[src/rtl/instr_fetch_unit.sv]
// -----------------------------------------------------------------------------
// instr_fetch_unit
//
// Fetch stage ahead of control_unit. Holds the PC and fetches 32-bit words
// from instruction memory over a variable-latency req/ready handshake. It
// latches each word into the instruction register (IR) and exposes its opcode
// to the decoder. When the datapath reports completion, it advances the PC
// using the jump/branch controls and the ALU zero flag, and counts retired
// instructions.
//
// Ports:
//   clk          in   clock, rising edge
//   rst_n        in   asynchronous active-low reset
//   imem_req     out  fetch request (FETCH state only)
//   imem_addr    out  fetch byte address (= pc)
//   imem_rdata   in   instruction word, valid with imem_ready
//   imem_ready   in   memory response strobe
//   instr        out  instruction register
//   opcode       out  instr[31:26]
//   instr_valid  out  IR holds the instruction under execution (ISSUE state)
//   pc           out  address of the current instruction
//   pc_plus4     out  pc + 4 (link value for JAL)
//   branch       in   decoder branch control
//   jump         in   decoder jump control
//   alu_zero     in   ALU zero flag for the current instruction
//   exec_done    in   datapath finished the current instruction
//   instr_count  out  retired-instruction counter (wraps)
// -----------------------------------------------------------------------------
module instr_fetch_unit #(
  parameter logic [31:0] RESET_PC   = 32'h0000_0000,
  parameter logic [5:0]  BNE_OPCODE = 6'b100111
) (
  input  logic        clk,
  input  logic        rst_n,
  output logic        imem_req,
  output logic [31:0] imem_addr,
  input  logic [31:0] imem_rdata,
  input  logic        imem_ready,
  output logic [31:0] instr,
  output logic [5:0]  opcode,
  output logic        instr_valid,
  output logic [31:0] pc,
  output logic [31:0] pc_plus4,
  input  logic        branch,
  input  logic        jump,
  input  logic        alu_zero,
  input  logic        exec_done,
  output logic [31:0] instr_count
);

  typedef enum logic [1:0] {
    IDLE  = 2'd0,
    FETCH = 2'd1,
    ISSUE = 2'd2
  } state_t;

  state_t      state;
  logic [31:0] next_pc;

  // Next-PC selection: jump beats a taken branch, which beats sequential flow.
  // The BNE opcode flips the sense of the zero flag.
  function automatic logic [31:0] calc_next_pc(
    input logic [31:0] cur_pc,
    input logic [31:0] ir,
    input logic        br,
    input logic        jmp,
    input logic        zero
  );
    logic [31:0]        seq;
    logic signed [31:0] boff;
    logic               taken;
    seq   = cur_pc + 32'd4;
    boff  = {{14{ir[15]}}, ir[15:0], 2'b00};
    taken = br & (zero ^ (ir[31:26] == BNE_OPCODE));
    if (jmp)
      return {seq[31:28], ir[25:0], 2'b00};
    else if (taken)
      return seq + $unsigned(boff);
    else
      return seq;
  endfunction

  assign imem_addr = pc;
  assign pc_plus4  = pc + 32'd4;
  assign opcode    = instr[31:26];
  assign next_pc   = calc_next_pc(pc, instr, branch, jump, alu_zero);

  // imem_req / instr_valid are registered alongside the state so they always
  // equal the decode of the state register, without a combinational path.
  always_ff @(posedge clk or negedge rst_n) begin
    if (!rst_n) begin
      state       <= IDLE;
      pc          <= RESET_PC;
      instr       <= '0;
      instr_count <= '0;
      imem_req    <= 1'b0;
      instr_valid <= 1'b0;
    end else begin
      case (state)
        IDLE: begin
          state    <= FETCH;
          imem_req <= 1'b1;
        end
        FETCH: begin
          if (imem_ready) begin
            instr       <= imem_rdata;
            state       <= ISSUE;
            imem_req    <= 1'b0;
            instr_valid <= 1'b1;
          end
        end
        ISSUE: begin
          if (exec_done) begin
            pc          <= next_pc;
            instr_count <= instr_count + 32'd1;
            state       <= FETCH;
            imem_req    <= 1'b1;
            instr_valid <= 1'b0;
          end
        end
        default: begin
          state       <= IDLE;
          imem_req    <= 1'b0;
          instr_valid <= 1'b0;
        end
      endcase
    end
  end

endmodule
[config.mk]
export PLATFORM = sky130hd
export DESIGN_NAME = instr_fetch_unit
export DESIGN_NICKNAME = d
export VERILOG_FILES = /design/src/rtl/instr_fetch_unit.sv
export SDC_FILE = /design/constraint.sdc
export NUM_CORES = 1
export LEC_CHECK = 0
export CORE_ASPECT_RATIO = 0.9
export CORE_UTILIZATION = 48
export CTS_CLUSTER_SIZE = 14
export DETAILED_ROUTE_END_ITERATION = 8
export GPL_ROUTABILITY_DRIVEN = 0
export GPL_TIMING_DRIVEN = 0
export PLACE_DENSITY = 0.92
export SLEW_MARGIN = 20
export SYNTH_ARGS = -nofsm -noshare
export SYNTH_HDL_FRONTEND = slang
export SYNTH_SLANG_ARGS = --single-unit
[constraint.sdc]
create_clock -name clk -period 4.66 [get_ports clk]
set_input_delay 0.699 -clock clk [delete_from_list [all_inputs] [get_ports clk]]
set_output_delay 0.699 -clock clk [all_outputs]
set_load 0.01 [all_outputs]
* Yosys cells after proc, flatten, opt, wreduce, memory -nomap -nowiden *
Index checks and enable logic that the tools add are counted.

storage, ports and cells
  bits in registers = 100
  output and inout bits = 168
  input bits = 39
  logic and storage cells = 33

operators by class
  reduce and logical (&&, ||, !) cells = 5
  muxes and demuxes = 11
  equality and inequality tests = 5
  add/subtract/negate cells = 3
  bitwise operators = 3

operators by type and width
  operator                 count
  $mux W32                 2
  $add A32 B1 Y32 const B  1
  $add A32 B3 Y32 const B  1
  $add A32 B32 Y32         1
  $eq A6 B6 Y1 const B     1
  $pmux W1 S3              2
  $pmux W2 S3              1
  $reduce_and A2 Y1        3
  $mux W1                  4
  $mux W2                  2
  $ne A2 B2 Y1 const B     2
  $reduce_and A3 Y1        1
  $eq A2 B1 Y1 const B     1
  $eq A2 B2 Y1 const B     1
  $logic_not A2 Y1         1
  $and A1 B1 Y1            1
  $not A1 Y1               1
  $xor A1 B1 Y1            1

* Depth between registers and ports, before layout *
  depth after elaboration = 5
  mapped depth = 17

* Least setup slack after synthesis *
No wires, ideal clock.

  path kind = reg-to-reg
  start point = register pc[7], in the netlist imem_addr[7]
  end point = register pc[31], in the netlist imem_addr[31]
  library setup time = 92 ps
  arrival time = 3656 ps
  slack = 913 ps
  stages on the path, launching flop included = 17
  buffers on the path = 1
  path through = dfrtp_1 buf_2 and4_1 and4_1 nand3_1 xnor2_1 ha_1 nor2_1 o21bai_1 and3_1 and4_1 a32o_2 a41oi_2 a311oi_2 xor2_1 and3_1 o31ai_2

between the ends
  longest elaborated chain between the ends = 4

ends and longest elaborated chain
  element                 RTL line  RTL
  from (decl)             42        output logic [31:0] pc,
  from (signal assigned)  114       pc <= next_pc;
  $add A32 B3 Y32         n/a
  net pc_plus4[15]        43        output logic [31:0] pc_plus4,
  $add A32 B32 Y32        78        return seq + $unsigned(boff);
  $mux W32                77        else if (taken)
  $mux W32                75        if (jmp)

The timed path passes the listed nets, and every way through them passes these cells.
A chain may end at the register's enable or synchronous reset.

* Worst setup path in the final report *
  start point = register pc[4], in the netlist imem_addr[4]
  end point = register pc[31], in the netlist imem_addr[31]

between the ends
  longest elaborated chain between the ends = 4

ends and longest elaborated chain
  element            RTL line  RTL
  $add A32 B3 Y32 *  72        seq = cur_pc + 32'd4;
  $add A32 B32 Y32   78
  $mux W32           77
  $mux W32 *         75

Every way passes the cells marked *; elsewhere a longest branch is shown, timed or not.

==> results.md <==
* Outcome: completed
* Setup violators final at 0
* Class of the worst hold path: input port to asynchronous set/reset pin
* Netlist cell types at 69
* Clk_skew at 0.00862 ns
* CP arrival at 4.59 ns
* DR DRC count at 0
* Hold Vio Cnt, Final at 0
* CTS tree: done
* Initial antenna violation count at 0
* Layout cell share with drive strength beyond 1 at 13.3%
* Vias at 6188
* PwrDens at 735 nW/µm²
* DR WL/cell at 17.4 µm
* M2 GR Usage at 44.8%
* EDFF count, synth at 0
* Async SR Flop Fraction at 100%
* Starting Density at 49.5%
* Diodes inserted at 0
* Post-Synthesis Cells at 717
* Port Buf Inserts at 199
* CP Capture Type: flop
* Syn avg cell area at 9.30 µm²
* Maximum VDD drop at 0.000466 V
* Slew @ Worst Pin at 0.867 ns
* 1st-iter DRT viols at 518
* Drt total wl at 19200 µm
* Clk pin slew, worst setup/hold paths at 0.07 ns
* H-tree depth at 3
* GR Util met1 at 34.0%
* First drt pass iteration count at 5
* CP max-delay cell: dfrtp_1
* Max Cap Viol at 0
* Fill count at 1023
* Grt ovf at 0
* Num CTS Buffers at 9
* Slew HR at 42.2%
* Height of the die at 114 µm
* IO Count at 207
* Clock root cell: clkbuf_16
* Post-Route Hold Slack at 0.196 ns
* GRT Total Usage at 26.8%
* CP max stage delay at 0.56 ns
* CP Max Fanout at 8
* Synthesized cell area at 6670 µm²
* Vias in the first global route at 5928
* Cell Rows at 40
* Synth warnings at 0
* Most used routing layer: met2
* CTS sink cnt at 97
* Fin util at 68.3%
* Clock Path Buffers at 2
* Final period util at 92.8%
* Placed insts at 1090
* Most common cell after layout, fill and taps aside: clkdlybuf4s50_1
* Ys flop type: dfrtp_1
* First-pass GRT wire length at 30400 µm
* Fin nets at 1010
* Req. time, crit path at 4.93 ns
* Routed vias/inst at 5.59
* Pin count of the biggest net entering global routing at 72
* Cts repair resizes at 0
* Register area share after synthesis at 36.4%
* Finished Layout Cells at 1106
* Core footprint at 13500 µm²
* Die width at 126 µm
* Most frequent cells in the layout: 198 x clkdlybuf4s50_1, 97 x dfrtp_1, 85 x nand2_1
* Area grow syn2layout at 37.9%
* Tot Pwr at 6.76 mW
* Max Freq at 0.231 GHz
* Crit path cell chain: nand3_1 > nor2_2 > nand3_1 > xnor2_1 > ha_1 > nor2_1 > o21bai_1 > and3_1 > and4_1 > a32o_2 > a41oi_2 > a311oi_2 > xor2_1 > and3_1 > o31ai_2
* GR Layer Usage met3 at 6.19%
* Worst Setup Start Kind: flop
* Pins Over Slew Limit at 0
* Setup CP Type: flop to flop
* Antenna-violating nets left at 0
* Total die area at 14400 µm²
* LEAKAGE at 4.00 nW
* Setup repair bufs after CTS at 0
* Hold-fix buffers, CTS at 0
* FF+latch count, synth at 97
* Worst-Skew Late Latency at 0.36 ns
* Unrepaired setup endpoints after global routing: no
* Period minus WS final at 4.32 ns
* Setup TNS at 0 ns
* Post-DP HPWL at 14400 µm
==> final timing paths <==
kind	to	startpoint	slack, ns	cells past startpoint
max	imem_addr[31]	imem_addr[4]	0.34	15
min	imem_addr[29]	rst_n	0.20	1
max reg2reg	imem_addr[31]	imem_addr[4]	0.34	15
min reg2reg	instr_count[31]	instr_count[31]	0.48	1
max in group asynchronous	imem_addr[8]	rst_n	3.83	2
min in group clk	instr_count[31]	instr_count[31]	0.48	1
==> report_power, final <==
part | internal (mW) | leakage [nW] | total, mW | switching (mW)
Combinational | 2.34 | 2.65 | 4.43 | 2.08
Clock | 0.370 | 0.131 | 0.731 | 0.361
Sequential | 1.13 | 1.23 | 1.60 | 0.469
==> through the flow <==
stage / instance area (µm²) / worst slack (ns)
2_1_floorplan: 6690 / 0.913
3_3_place_gp: 8890 / -0.869
3_5_place_dp: 8920 / 0.248
4_1_cts: 9200 / 0.166
5_1_grt: 9200 / 0.0569
6_report: 9200 / 0.335
==> critical path: cells and delay by family, from the launching register on <==
family	cells	cell delay (ns)
compound gates	5	0.94
xor+xnor	2	0.55
fa+ha+maj	1	0.33
flops	1	0.56
simple gates	7	1.83
==> layout make-up <==
| type | instances | area, µm² | area share, % |
|---|---|---|---|
| tap | 168 | 210 | 2.28 |
| buffer | 64 | 474 | 5.15 |
| clock inverter | 6 | 48.8 | 0.530 |
| multi-input combinational | 549 | 3740 | 40.7 |
| timing repair buffer | 200 | 2020 | 22.0 |
| inverter | 12 | 45.0 | 0.490 |
| sequential | 97 | 2430 | 26.4 |
| clock buffer | 10 | 229 | 2.49 |
==> logic make-up (layout without fill, tap and decap cells) <==
group                      count (synthesis)  after routing  synth area share (%)
and+or+nand+nor                          233            233                  16.5
AOI/OAI and AO/OA                        155            155                  15.4
DFF                                       97             97                  36.4
xor gates and xnor gates                  82             82                  10.8
buffers and inverters                     76            292                  7.78
adders and majority gates                 38             38                  7.24
muxes                                     35             35                  5.87
other                                      1              6                0.0562
==> routing by layer <==
| layer | part of all wire [%] | vias to the layer above |
|---|---|---|
| li1 | - | 2920 |
| met1 | 42 | 2946 |
| met2 | 48 | 292 |
| met3 | 7.9 | 30 |
| met4 | 1.9 | 0 |
| met5 | 0 | - |
==> synthesized netlist by cell type (9+ instances only) <==
master / number / area, µm²
dfrtp_1: 97 / 2430
nand2_1: 85 / 319
clkbuf_1: 13 / 48.8
xnor2_1: 52 / 455
a211oi_1: 10 / 75.1
nand4_1: 9 / 56.3
nand3_1: 36 / 180
nor2_1: 49 / 184
mux2_2: 33 / 372
and3_1: 16 / 100
o21ai_0: 45 / 225
a21oi_1: 48 / 240
buf_4: 42 / 315
a21o_1: 11 / 82.6
inv_1: 12 / 45.0
xor2_1: 30 / 263
ha_1: 37 / 463
==> registers in the layout, indices dropped and copies added (netlist names) <==
| register | count |
|---|---|
| instr_count | 32 |
| imem_addr | 30 |
| state | 2 |
| instr_valid | 1 |
| instr | 32 |
Power figures use the tool's default switching activity.
